## config.mk

```make
export PLATFORM = sky130hd
export DESIGN_NAME = div_unit
export DESIGN_NICKNAME = d
export VERILOG_FILES = /design/src/rtl/div_unit.sv
export SDC_FILE = /design/constraint.sdc
export NUM_CORES = 1
export LEC_CHECK = 0
export CORE_ASPECT_RATIO = 0.8
export CORE_MARGIN = 2
export CORE_UTILIZATION = 31
export CTS_CLUSTER_SIZE = 8
export DETAILED_ROUTE_END_ITERATION = 10
export GPL_ROUTABILITY_DRIVEN = 0
export PLACE_DENSITY_LB_ADDON = 0.05
export RECOVER_POWER = 25
export REMOVE_ABC_BUFFERS = 1
export SLEW_MARGIN = 20
export SYNTH_ARGS = -nofsm -noshare
export SYNTH_HDL_FRONTEND = slang
export SYNTH_SLANG_ARGS = --single-unit
```

## constraint.sdc

```tcl
create_clock -name clk -period 4.47 [get_ports clk]
set_input_delay 0.894 -clock clk [delete_from_list [all_inputs] [get_ports clk]]
set_output_delay 0.894 -clock clk [all_outputs]
set_load 0.01 [all_outputs]
```

## src/rtl/div_unit.sv

```systemverilog
// Iterative radix-2 restoring divider for RV32M DIV/DIVU/REM/REMU.
// Optional build macro: DIV_EARLY_OUT_EN (skip CALC for trivially resolved ops).
module div_unit #(
    parameter int WIDTH = 32
) (
    input  logic             clk,
    input  logic             reset,
    input  logic             start,
    input  logic             flush,
    input  logic [2:0]       funct3,
    input  logic [WIDTH-1:0] dividend,
    input  logic [WIDTH-1:0] divisor,
    output logic             busy,
    output logic             done,
    output logic [WIDTH-1:0] result
);
    localparam int CW = (WIDTH > 1) ? $clog2(WIDTH) : 1;
    localparam logic [WIDTH-1:0] MIN_NEG = {1'b1, {(WIDTH-1){1'b0}}};

    typedef enum logic [1:0] {IDLE, CALC, FIX} state_t;

    state_t           state_reg, state_next;
    logic [CW-1:0]    count_reg, count_next;
    logic [WIDTH-1:0] rem_reg, rem_next;
    logic [WIDTH-1:0] quo_reg, quo_next;
    logic [WIDTH-1:0] dvsr_reg, dvsr_next;
    logic [WIDTH-1:0] dvnd_reg, dvnd_next;
    logic             sel_rem_reg, sel_rem_next;
    logic             q_neg_reg, q_neg_next;
    logic             r_neg_reg, r_neg_next;
    logic             dz_reg, dz_next;
    logic             ovf_reg, ovf_next;
    logic             busy_reg, busy_next;
    logic             done_reg, done_next;
    logic [WIDTH-1:0] result_reg, result_next;

    logic             is_signed, a_neg, b_neg, start_dz, start_ovf, early;
    logic [WIDTH-1:0] abs_a, abs_b, q_final, r_final;
    logic [WIDTH:0]   shifted, trial;
    logic             unused_ok;

    assign is_signed = ~funct3[0];
    assign a_neg     = is_signed & dividend[WIDTH-1];
    assign b_neg     = is_signed & divisor[WIDTH-1];
    assign abs_a     = a_neg ? -dividend : dividend;
    assign abs_b     = b_neg ? -divisor : divisor;
    assign start_dz  = (divisor == '0);
    assign start_ovf = is_signed && (dividend == MIN_NEG) && (divisor == '1);

`ifdef DIV_EARLY_OUT_EN
    assign early = start_dz | start_ovf | (abs_b > abs_a);
`else
    assign early = 1'b0;
`endif

    // Shift in the next dividend bit (MSB of the quotient shift register).
    assign shifted = {rem_reg, quo_reg[WIDTH-1]};
    assign trial   = shifted - {1'b0, dvsr_reg};

    assign q_final = dz_reg  ? '1 :
                     ovf_reg ? MIN_NEG :
                     (q_neg_reg ? -quo_reg : quo_reg);
    assign r_final = dz_reg  ? dvnd_reg :
                     ovf_reg ? '0 :
                     (r_neg_reg ? -rem_reg : rem_reg);

    assign unused_ok = ^{funct3[2], trial[WIDTH]};

    always_comb begin
        state_next   = state_reg;
        count_next   = count_reg;
        rem_next     = rem_reg;
        quo_next     = quo_reg;
        dvsr_next    = dvsr_reg;
        dvnd_next    = dvnd_reg;
        sel_rem_next = sel_rem_reg;
        q_neg_next   = q_neg_reg;
        r_neg_next   = r_neg_reg;
        dz_next      = dz_reg;
        ovf_next     = ovf_reg;
        busy_next    = busy_reg;
        done_next    = 1'b0;
        result_next  = result_reg;
        case (state_reg)
            IDLE: begin
                if (start && !flush) begin
                    dvsr_next    = abs_b;
                    dvnd_next    = dividend;
                    sel_rem_next = funct3[1];
                    q_neg_next   = a_neg ^ b_neg;
                    r_neg_next   = a_neg;
                    dz_next      = start_dz;
                    ovf_next     = start_ovf;
                    count_next   = CW'(WIDTH - 1);
                    busy_next    = 1'b1;
                    // Early-out leaves quotient 0 and remainder |dividend|.
                    if (early) begin
                        quo_next   = '0;
                        rem_next   = abs_a;
                        state_next = FIX;
                    end else begin
                        quo_next   = abs_a;
                        rem_next   = '0;
                        state_next = CALC;
                    end
                end
            end
            CALC: begin
                if (flush) begin
                    state_next = IDLE;
                    busy_next  = 1'b0;
                end else begin
                    if (shifted >= {1'b0, dvsr_reg}) begin
                        rem_next = trial[WIDTH-1:0];
                        quo_next = {quo_reg[WIDTH-2:0], 1'b1};
                    end else begin
                        rem_next = shifted[WIDTH-1:0];
                        quo_next = {quo_reg[WIDTH-2:0], 1'b0};
                    end
                    count_next = count_reg - 1'b1;
                    if (count_reg == '0)
                        state_next = FIX;
                end
            end
            FIX: begin
                state_next = IDLE;
                busy_next  = 1'b0;
                if (!flush) begin
                    done_next   = 1'b1;
                    result_next = sel_rem_reg ? r_final : q_final;
                end
            end
            default: begin
                state_next = IDLE;
                busy_next  = 1'b0;
            end
        endcase
    end

    always_ff @(posedge clk or negedge reset) begin
        if (!reset) begin
            state_reg   <= IDLE;
            count_reg   <= '0;
            rem_reg     <= '0;
            quo_reg     <= '0;
            dvsr_reg    <= '0;
            dvnd_reg    <= '0;
            sel_rem_reg <= 1'b0;
            q_neg_reg   <= 1'b0;
            r_neg_reg   <= 1'b0;
            dz_reg      <= 1'b0;
            ovf_reg     <= 1'b0;
            busy_reg    <= 1'b0;
            done_reg    <= 1'b0;
            result_reg  <= '0;
        end else begin
            state_reg   <= state_next;
            count_reg   <= count_next;
            rem_reg     <= rem_next;
            quo_reg     <= quo_next;
            dvsr_reg    <= dvsr_next;
            dvnd_reg    <= dvnd_next;
            sel_rem_reg <= sel_rem_next;
            q_neg_reg   <= q_neg_next;
            r_neg_reg   <= r_neg_next;
            dz_reg      <= dz_next;
            ovf_reg     <= ovf_next;
            busy_reg    <= busy_next;
            done_reg    <= done_next;
            result_reg  <= result_next;
        end
    end

    assign busy   = busy_reg;
    assign done   = done_reg;
    assign result = result_reg;
endmodule

```

==> impl_metrics.csv <==
group,metric,value,unit
status,status,"complete, but fails checks",
status,violations,"capacitance limit, slew limit",
pwr,power.total,7.300,mW
cts,clockRootBuffer,"clkbuf_16",
synthesis,synth_cell_type_count,63,
worst_setup_path,start_kind,"register",
floorplan,initial_core_util,0.3150,
global_route,grt_antenna_before_repair,0,
placement,port_buffers,103,
cts,ctsHoldBuffers,0,
cts,clkTransAtPathRegs,0.07,ns
floorplan,die_h,180.4,um
global_route,grt_pass1_wl,64270,um
final_layout,nFillCells,4066,
pwr,p_leak,6.008,nW
pwr,pwr-share-seq,0.311,
sta,fin_crit_sh,0.8083,
final_layout,nNetsFinal,1684,
final_layout,diodes,0,
synthesis,avgSynthCellArea,8.022,sq um
worst_setup_path,path_max_fanout,5,
min_path,hold_class,"reg -> reg",
cts,cts_resized,0,
route,ant_nets,0,
pwr,internal-power,4.127,mW
pwr,swShare,0.4347,
route,drt_wl_total,40990,um
cts,clock_latency,0.46,ns
global_route,first_global_vias,10714,
route,vias,11174,
global_route,overflow,0,
floorplan,num_rows,64,
cts,cts_tree,"built",
synthesis,ys_ff_latch,174,
synthesis,synthCells,1503,
cts,cts_made_buffers,17,
global_route,grt.total_usage,0.2063,
worst_setup_path,critPathRequiredTime,4.86,ns
worst_setup_path,end_kind,"register",
route,vias_per_cell,5.372,
sta,whs,0.4711,ns
pwr,p_per_area,511.7,nW/um^2
route,dr.pass1.iters,5,
cts,cts_htree_levels,4,
sta,setup_viol,0,
pwr,clkPwrFrac,0.205,
synthesis,synth_edf_count,0,
synthesis,synthArstFlopShare,1.000,
final_layout,syn_to_final_growth,18.33,%
sta,rsz0062_at_grt,"false",
sta,tightest_slew,2.202,ns
floorplan,num_io_pins,105,
sta,slew_headroom,-0.4682,
route,wire_per_inst,19.71,um
floorplan,dieArea,40500,sq um
placement,pre_cts_ws,0.6403,ns
pwr,p_comb_frac,0.484,
synthesis,ys.flop_type,"dfrtp_1",
sta,fin_ws,0.8569,ns
sta,finalClockSkew,0.01457,ns
route,drt_iter0_drc,705,
synthesis,synth_seq_area_share,0.3611,
global_route,grt_max_degree,104,
sta,drv_slew,80,
pwr,ir_drop,0.2503,mV
cts,post_cts_buffers,0,
run,maxCapViolCount,1,
synthesis,synth_area,12060,sq um
floorplan,core-area,38280,sq um
sta,fin_tns_setup,0,ns
sta,clock.fmax,276.8,MHz
route,route.detailed.drc,0,
cts,clock_sinks,174,
worst_setup_path,criticalPathCategory,"reg -> reg",
pwr,power.switching,3.174,mW
final_layout,drive_gt1_frac,0.06057,
floorplan,die_w,224.5,um
worst_setup_path,arrival,4.00,ns
placement,hpwl,30290,um
cts,clock_path_buffers,2,
synthesis,synth_warnings,0,
sta,fin_crit,3.613,ns
sta,hold_viol_final,0,
-- worst paths after layout --
path / startpoint / end / slack [ns] / cells after the start
min in group asynchronous: reset / done / 1.04 / 1
worst min-delay path: dvnd_reg[25] / dvnd_reg[25] / 0.47 / 2
worst min register to register: dvnd_reg[25] / dvnd_reg[25] / 0.47 / 2
worst max register to register: quo_reg[31] / rem_reg[28] / 0.86 / 12
worst max-delay path: quo_reg[31] / rem_reg[28] / 0.86 / 12
max in group asynchronous: reset / dvsr_reg[0] / 0.97 / 2
-- Yosys cell counts (17+ instances only) --
library cell	instances	area, sq um
a21oi_1	120	600.6
inv_1	62	232.7
nand3_1	18	90.09
mux2i_1	17	170.2
ha_1	39	488.0
nor2_1	97	364.1
dfrtp_1	174	4354
o31ai_1	29	217.7
or4_1	21	157.7
nand4_1	20	125.1
xnor2_1	96	840.8
clkbuf_1	83	311.6
nand2_1	255	957.2
a21o_1	20	150.1
a31oi_1	17	106.4
xor2_1	47	411.6
o21ai_0	178	890.9
-- area by class of cell --
type                       count  area [sq um]  area share
multi-input combinational   1175          7151      0.5012
sequential                   174          4355      0.3053
timing repair buffer         143          1349     0.09454
tap                          495         619.3     0.04341
clock buffer                  22         474.2     0.03324
inverter                      62         232.7     0.01631
clock inverter                 9         85.08    0.005964
-- metal layers --
metal / track usage / up-vias / part of all wire
met3: 0.03131 / 30 / 0.035
met1: 0.3171 / 5504 / 0.52
met4: 0.04927 / 0 / 0.013
met5: 0 / - / 0
met2: 0.2996 / 176 / 0.43
li1: - / 5464 / -
-- power by group through the flow --
stage                     clock [mW]  combinational, mW  sequential (mW)
after floorplan                    0               2.49             2.17
after global placement             0               3.54             2.30
final                           1.49               3.53             2.27
after CTS                       1.54               3.55             2.27
after detailed placement           0               3.53             2.30
after global routing            1.61               3.94             2.33
-- cell usage in the layout (no fill, tap or decap), types with 6 or more instances in the layout --
master,synthesis,final
mux2i_1,17,17
nor2b_1,8,7
a31oi_1,17,17
o41ai_1,10,10
inv_1,62,62
clkdlybuf4s50_1,0,102
or3_1,16,16
nor4_1,11,11
a221oi_1,11,11
a21o_1,20,20
o31ai_1,29,29
o21bai_1,7,7
and3_1,6,6
clkbuf_16,0,17
xor2_1,47,47
nand3_1,18,18
o22ai_1,10,10
ha_1,39,39
dfrtp_1,174,173
o21ai_0,178,178
a21oi_1,120,120
xnor2_1,96,96
buf_4,0,37
nand2b_1,6,6
o211ai_1,9,9
nand4_1,20,20
or4_1,21,21
nand2_1,255,255
a32oi_1,9,9
nor3_1,16,16
nor2_1,97,95
and2_1,8,8
-- cell families after synthesis --
family / Yosys count / share of synthesized area
muxes: 22 / 0.01878
xor gates and xnor gates: 143 / 0.1039
and+or+nand+nor: 505 / 0.1918
buffers and inverters: 154 / 0.04857
DFF: 174 / 0.3611
AOI/OAI and AO/OA: 465 / 0.2337
adders and majority gates: 40 / 0.04213
-- metrics by stage --
step                      std cells  area [sq um]    util
after floorplan                1411         11700       -
after global routing           2080         14270  0.3727
final                          2080         14270  0.3727
after global placement         2049         13720  0.3585
after CTS                      2080         14290  0.3732
after detailed placement       2049         13730  0.3586
-- critical path, cell delays in order, from the launching register on --
cell	delay, ns
dfrtp_1	0.48
inv_1	0.09
ha_1	0.16
inv_1	0.05
fa_1	0.39
a21o_1	0.19
a221o_1	0.34
a31oi_1	0.44
o211ai_1	0.40
a221o_1	0.43
a21oi_1	0.15
mux2_2	0.35
nand2_1	0.05
Power figures use the tool's default switching activity.
